--- src/rtl/hermes_tx_framer.sv ---
// hermes_tx_framer
// Registered output stage between the DMNI Hermes transmit port and the
// router local input port. Flits pass through a 2-entry skid FIFO. A framing
// FSM follows each packet (header, size, payload) on the output side. After
// every packet it inserts a programmable idle gap. It also keeps packet and
// flit statistics.
//
// Ports
//   clk_i, rst_i      clock, synchronous active-high reset
//   rx_i, data_i      upstream flit valid / data
//   credit_o          upstream credit (FIFO not full, low during reset)
//   tx_o, data_o      downstream flit valid / data (FIFO head)
//   credit_i          downstream credit
//   gap_i             idle cycles enforced after each packet (0 = none)
//   clear_i           zeroes both statistics counters (wins over increments)
//   pkt_active_o      packet in flight on the output side
//   pkt_count_o       packets fully sent downstream
//   flit_count_o      flits sent downstream
//
// State   | Meaning
// HEADER  | waiting for / sending the header flit
// SIZE    | sending the payload-size flit
// PAYLOAD | sending payload flits, remaining counts down
// GAP     | enforced idle after a packet, output held off
module hermes_tx_framer #(
  parameter int HERMES_FLIT_SIZE = 32,
  parameter int GAP_WIDTH        = 8,
  parameter int CNT_WIDTH        = 32
) (
  input  logic                        clk_i,
  input  logic                        rst_i,
  input  logic                        rx_i,
  output logic                        credit_o,
  input  logic [HERMES_FLIT_SIZE-1:0] data_i,
  output logic                        tx_o,
  input  logic                        credit_i,
  output logic [HERMES_FLIT_SIZE-1:0] data_o,
  input  logic [GAP_WIDTH-1:0]        gap_i,
  input  logic                        clear_i,
  output logic                        pkt_active_o,
  output logic [CNT_WIDTH-1:0]        pkt_count_o,
  output logic [CNT_WIDTH-1:0]        flit_count_o
);

  typedef enum logic [1:0] {
    S_HEADER  = 2'd0,
    S_SIZE    = 2'd1,
    S_PAYLOAD = 2'd2,
    S_GAP     = 2'd3
  } state_t;

  localparam logic [HERMES_FLIT_SIZE-1:0] ONE_R = 1;
  localparam logic [GAP_WIDTH-1:0]        ONE_G = 1;
  localparam logic [CNT_WIDTH-1:0]        ONE_C = 1;

  state_t                      state, state_nxt;
  logic [HERMES_FLIT_SIZE-1:0] mem [2];
  logic                        wr_ptr, rd_ptr;
  logic [1:0]                  count;
  logic                        push, pop, eop;
  logic [HERMES_FLIT_SIZE-1:0] remaining, remaining_nxt;
  logic [GAP_WIDTH-1:0]        gap_cnt, gap_cnt_nxt;

  // Credit is derived from registered occupancy only. A pop therefore frees
  // a slot for the upstream side one cycle later.
  assign credit_o = !rst_i && (count != 2'd2);
  assign tx_o     = (count != 2'd0) && (state != S_GAP);
  assign data_o   = mem[rd_ptr];
  assign push     = rx_i && credit_o;
  assign pop      = tx_o && credit_i;

  always_comb begin
    state_nxt     = state;
    remaining_nxt = remaining;
    gap_cnt_nxt   = gap_cnt;
    eop           = 1'b0;
    case (state)
      S_HEADER: begin
        if (pop) state_nxt = S_SIZE;
      end
      S_SIZE: begin
        if (pop) begin
          remaining_nxt = data_o;
          if (data_o == '0) eop = 1'b1;
          else              state_nxt = S_PAYLOAD;
        end
      end
      S_PAYLOAD: begin
        if (pop) begin
          if (remaining == ONE_R) eop = 1'b1;
          if (remaining != '0)    remaining_nxt = remaining - ONE_R;
        end
      end
      S_GAP: begin
        if (gap_cnt != '0) gap_cnt_nxt = gap_cnt - ONE_G;
        // Leaving on zero as well keeps a corrupted counter from locking the port.
        if (gap_cnt <= ONE_G) state_nxt = S_HEADER;
      end
      default: state_nxt = S_HEADER;
    endcase
    if (eop) begin
      if (gap_i == '0) begin
        state_nxt = S_HEADER;
      end else begin
        state_nxt   = S_GAP;
        gap_cnt_nxt = gap_i;
      end
    end
  end

  assign pkt_active_o = (state == S_SIZE) || (state == S_PAYLOAD) ||
                        ((state == S_HEADER) && pop);

  always_ff @(posedge clk_i) begin
    if (rst_i) begin
      state     <= S_HEADER;
      remaining <= '0;
      gap_cnt   <= '0;
      mem[0]    <= '0;
      mem[1]    <= '0;
      wr_ptr    <= 1'b0;
      rd_ptr    <= 1'b0;
      count     <= 2'd0;
    end else begin
      state     <= state_nxt;
      remaining <= remaining_nxt;
      gap_cnt   <= gap_cnt_nxt;
      if (push) begin
        mem[wr_ptr] <= data_i;
        wr_ptr      <= ~wr_ptr;
      end
      if (pop) rd_ptr <= ~rd_ptr;
      case ({push, pop})
        2'b10:   count <= count + 2'd1;
        2'b01:   count <= count - 2'd1;
        default: count <= count;
      endcase
    end
  end

  always_ff @(posedge clk_i) begin
    if (rst_i || clear_i) begin
      pkt_count_o  <= '0;
      flit_count_o <= '0;
    end else begin
      if (eop) pkt_count_o  <= pkt_count_o + ONE_C;
      if (pop) flit_count_o <= flit_count_o + ONE_C;
    end
  end

endmodule
--- config.mk ---
export PLATFORM = sky130hd
export DESIGN_NAME = hermes_tx_framer
export DESIGN_NICKNAME = d
export VERILOG_FILES = /design/src/rtl/hermes_tx_framer.sv
export SDC_FILE = /design/constraint.sdc
export NUM_CORES = 1
export LEC_CHECK = 0
export CELL_PAD_IN_SITES_DETAIL_PLACEMENT = 1
export CELL_PAD_IN_SITES_GLOBAL_PLACEMENT = 1
export CORE_MARGIN = 4
export CORE_UTILIZATION = 41
export DETAILED_ROUTE_END_ITERATION = 8
export GPL_TIMING_DRIVEN = 1
export PLACE_DENSITY_LB_ADDON = 0.1
export SETUP_SLACK_MARGIN = 0.15
export SLEW_MARGIN = 20
export SYNTH_ARGS = -nofsm -noshare
export SYNTH_HDL_FRONTEND = slang
export SYNTH_SLANG_ARGS = --single-unit
export TNS_END_PERCENT = 10
--- constraint.sdc ---
create_clock -name clk_i -period 4 [get_ports clk_i]
set_input_delay 0.6 -clock clk_i [delete_from_list [all_inputs] [get_ports clk_i]]
set_output_delay 0.6 -clock clk_i [all_outputs]
set_load 0.005 [all_outputs]
After elaboration in Yosys (flattened, before gate mapping)
Memory sizes are Yosys's and may differ from the RTL's. A register that Yosys moved wholly into a read port is not among the register bits.
Cells that the tools add are included.
- flip-flop bits (word level): 110
- output and inout bits: 99
- bits in latches: 0
- bits in writable memories: 64
- logic and storage cells: 85
- memory bits (read-only): 0
- input port bits: 45
- memories: 1
- memories (name ; words ; width ; rd ports ; clocked after memory_dff ; write ports ; line ; RTL):
    mem ; 2 ; 32 ; 1 ; 1 ; 2 ; 57 ; logic [HERMES_FLIT_SIZE-1:0] mem [2];
- div/mod/pow operators: 0
- order comparisons: 1
- reductions and logical operators: 21
- shift operators: 0
- $mul: 0
- add/subtract/negate cells: 6
- equal/unequal tests: 15
- muxes and demuxes: 31
- bitwise logic cells: 2
- operator list (kind ; number):
    $mux 32 ; 4
    $add 32x1->32 const B ; 2
    $pmux 32 s2 ; 1
    $eq 32x1->1 const B ; 1
    $logic_not 32->1 ; 1
    $mux 8 ; 4
    $reduce_bool 32->1 ; 1
    $reduce_or 32->1 ; 1
    $sub 32x1->32 const B ; 1
    $mux 1 ; 13
    $mux 2 ; 6
    $ne 3x3->1 const B ; 4
    $ne 2x2->1 const B ; 5
    $le 8x1->1 const B ; 1
    $logic_not 8->1 ; 1
    $reduce_bool 8->1 ; 1
    $sub 8x1->8 const B ; 1
    $eq 2x2->1 const B ; 3
    $pmux 2 s3 ; 1
    $reduce_bool 2->1 ; 3
    $logic_and 1x1->1 ; 5
    $reduce_and 5->1 ; 1
    $eq 2x1->1 const B ; 2
    $pmux 2 s2 ; 1
    9 further kinds ; 12

Depth between registers and ports, before layout
- depth after elaboration: 8
- depth in mapped cells: 10
- depth with buffers taken out: 8

Least setup slack after synthesis
OpenSTA, ideal clock, no wires.
- path type: in2reg
- start point: input rst_i
- end point: memory mem[0][0] (enable)
- library setup time: 0.466 ns
- stages on the path: 3
- data arrival time: 3.255 ns
- buffers on the path: 0
- data required time: 3.534 ns
- setup slack: 0.279 ns
- cells stage by stage: a21oi_1 > nand2_1 > o21ai_0
- RTL lines (item ; line ; RTL):
    start: declaration ; 31 ; input logic rst_i,
    end: declaration ; 57 ;

==> impl_metrics.toml <==
[run_status]
status = "finished clean"

[routing]
drt-initial-drc-count = 476
via_per_inst = 5.72
totalWireLength_um = 27300
vias = 7890
post-route-drc-count = 0
drt-wirelength-per-cell_um = 19.8
first_pass_iters = 5
ant_nets = 0

[synthesis]
ys_warn_count = 0
synth.top_cell.area_share_pct = 24.7
synthDistinctLibCells = 62
yosysSeqAreaShare_pct = 46.1
yosys-top-cells-count = "dfxtp_1, nand2_1, nor2_1"
synth_area_um2 = 8990
synth_largest_area_cell = "dfxtp_1"
syn-num-nets = 1023
ys_ff_latch = 175
yosysMostFrequentCell = "dfxtp_1"
synth_cells = 965
synthArstFlopShare_pct = 0
synth-main-ff-cell = "dfxtp_1"
yosys-top-cells-area = "dfxtp_1, edfxtp_1, and2_1, nand2_1, mux2_2"
synth_edf_count = 64
avgSynthCellArea_um2 = 9.31

[hold_path]
min_path_type = "reg -> reg"
hold_depth = 2

[place]
dpl.hpwl_um = 19200
pre_cts_slack_ns = 0.623
routabilityCongestion = 0.799
port-buffer-count = 143
placed_area_um2 = 10700

[finish]
num_antenna_cells = 0
fin_util_pct = 53.0
drive_above_1_share_pct = 9.33
fin_area_um2 = 11300
syn2layout_area_growth_pct = 25.4
nNetsFinal = 1149

[run]
drv_cap = 0

[timing]
finalWorstSetupSlack_ns = 0.738
setup_viol = 0
layout_min_cycle_time_ns = 3.26
timing.fmax_ghz = 0.307
timing.final.hold_violations = 0
finalCritPeriodShare_pct = 81.5
finalMaxSlewViolations = 0
rsz0062_at_grt = "no"
skew_ns = 0.0138
relSlewSlack_pct = 38.7
fin_tns_setup_ns = 0
max_slew.worst_pin.slew_ns = 0.918

[setup_path]
critPathArrivalTime_ns = 3.55
slowest_delay_ns = 0.92
cp_max_fo = 21
end_kind = "flop"
slowest_stage = "dfxtp_1"
path_cells = "nor4b_1, nand4_1, o22a_1, o32a_1, o311ai_0, o41ai_1"
cp.required_ns = 4.29
worst_setup_path_start_kind = "flop"
r2r.worst_path.cells = 6
critPathKind = "reg -> reg"

[grt]
grt_use_total_pct = 22.7
grt_max_degree = 49
grt_pass1_wl_um = 44400
antenna_found_initial = 0
overflow = 0
grt_pass1_vias = 7985

[pwr]
peakVddDrop_v = 0.000347
powerDensity_nw_per_um2 = 446
power_leakage_nw = 3.88

[clock_tree]
cts_buffer_depth = 2
post-cts-setup-buffers = 0
cts_buffers = 17
clockRootBuffer = "clkbuf_16"
cts.sinks = 175
clk_pin_slew_worst_paths_ns = 0.08
cts_hold_buf = 0
cts_resized = 0
cts_tree = "done"
htree_levels = 4
clk_latency_ns = 0.44

[die]
row_count = 53
die_area_um2 = 24400
dieHeight_um = 156
die_w_um = 156
ios = 144
start_util_pct = 42.2
core_um2 = 21300
-- layer usage --
layer	track usage (%)	part of all wire (%)	vias to the layer above	wire, µm
met1	33.5	50	3902	13500
met5	0	0	-	0
met4	5.09	0.87	0	238
met2	35.2	45	170	12400
met3	3.58	4.2	14	1150
li1	-	-	3804	-
-- cell usage in the layout (no fill, tap or decap), types with 20 or more instances in the layout --
cell type        synthesis  routed
nor4_1                  20      20
dfxtp_1                111     111
inv_1                   22      22
mux2_2                  29      29
or3_1                   31      31
o21ai_0                 51      50
a21oi_1                 46      45
and2_1                  69      69
clkdlybuf4s50_1          0     142
nand4_1                 26      26
nand3_1                 29      29
nor2_1                  70      70
nand2_1                 94      94
xor2_1                  27      27
buf_4                    0      21
edfxtp_1                64      64
-- sequential cells by signal (all words and copies together) (netlist names), named ones only --
signal / count
remaining: 32
pkt_count_o: 32
flit_count_o: 32
mem: 64
state: 2
gap_cnt: 8
count: 2
rd_ptr: 1
wr_ptr: 1
-- worst paths after layout --
path / slack (ns) / start / endpoint
hold / removal: 0.48 / remaining[7]$_SDFFE_PP0P_ / remaining[7]$_SDFFE_PP0P_
setup / recovery: 0.74 / flop / pkt_count_o[23]$_SDFFE_PP0N_
setup reg to reg: 0.74 / flop / pkt_count_o[23]$_SDFFE_PP0N_
hold reg to reg: 0.48 / remaining[7]$_SDFFE_PP0P_ / remaining[7]$_SDFFE_PP0P_
-- kinds of logic after synthesis --
kind of cell             count (synthesis)  share of synthesized area, %
adder cells (fa/ha/maj)                 13                          1.81
AND/OR/NAND/NOR                        430                          26.1
multiplexers                            45                          5.41
buffers and inverters                   80                          3.54
XOR/XNOR                                39                          3.80
flip-flops                             175                          46.1
AO/OA/AOI/OAI                          183                          13.2
-- per-stage QoR --
stage                     power (mW)  hold slack, ns  cells
after floorplan                 2.80           0.444    965
after global placement          3.36           0.461   1347
after detailed placement        3.37           0.470   1347
after CTS                       5.07           0.477   1379
after global routing            5.27           0.519   1379
final                           5.03           0.481   1379
-- critical path, delay by kind of cell (launching register included) --
| family | cells | cell delay, ns |
|---|---|---|
| AOI/OAI and AO/OA | 4 | 1.66 |
| and+or+nand+nor | 2 | 0.52 |
| DFF | 1 | 0.92 |
-- final cells by class --
cell class / instances / area, µm²
fill: 2423 / 10000
multi-input combinational: 710 / 4540
sequential: 175 / 4140
timing repair buffer: 164 / 1580
clock buffer: 17 / 425
tap: 275 / 344
clock inverter: 15 / 156
inverter: 23 / 86.3
-- power by group --
part,internal [mW],switching [mW]
Clock,0.840,0.840
Sequential,1.96,0.103
Combinational,0.568,0.718
Total,3.37,1.66
No activity file was read; power rests on OpenSTA's default activity.
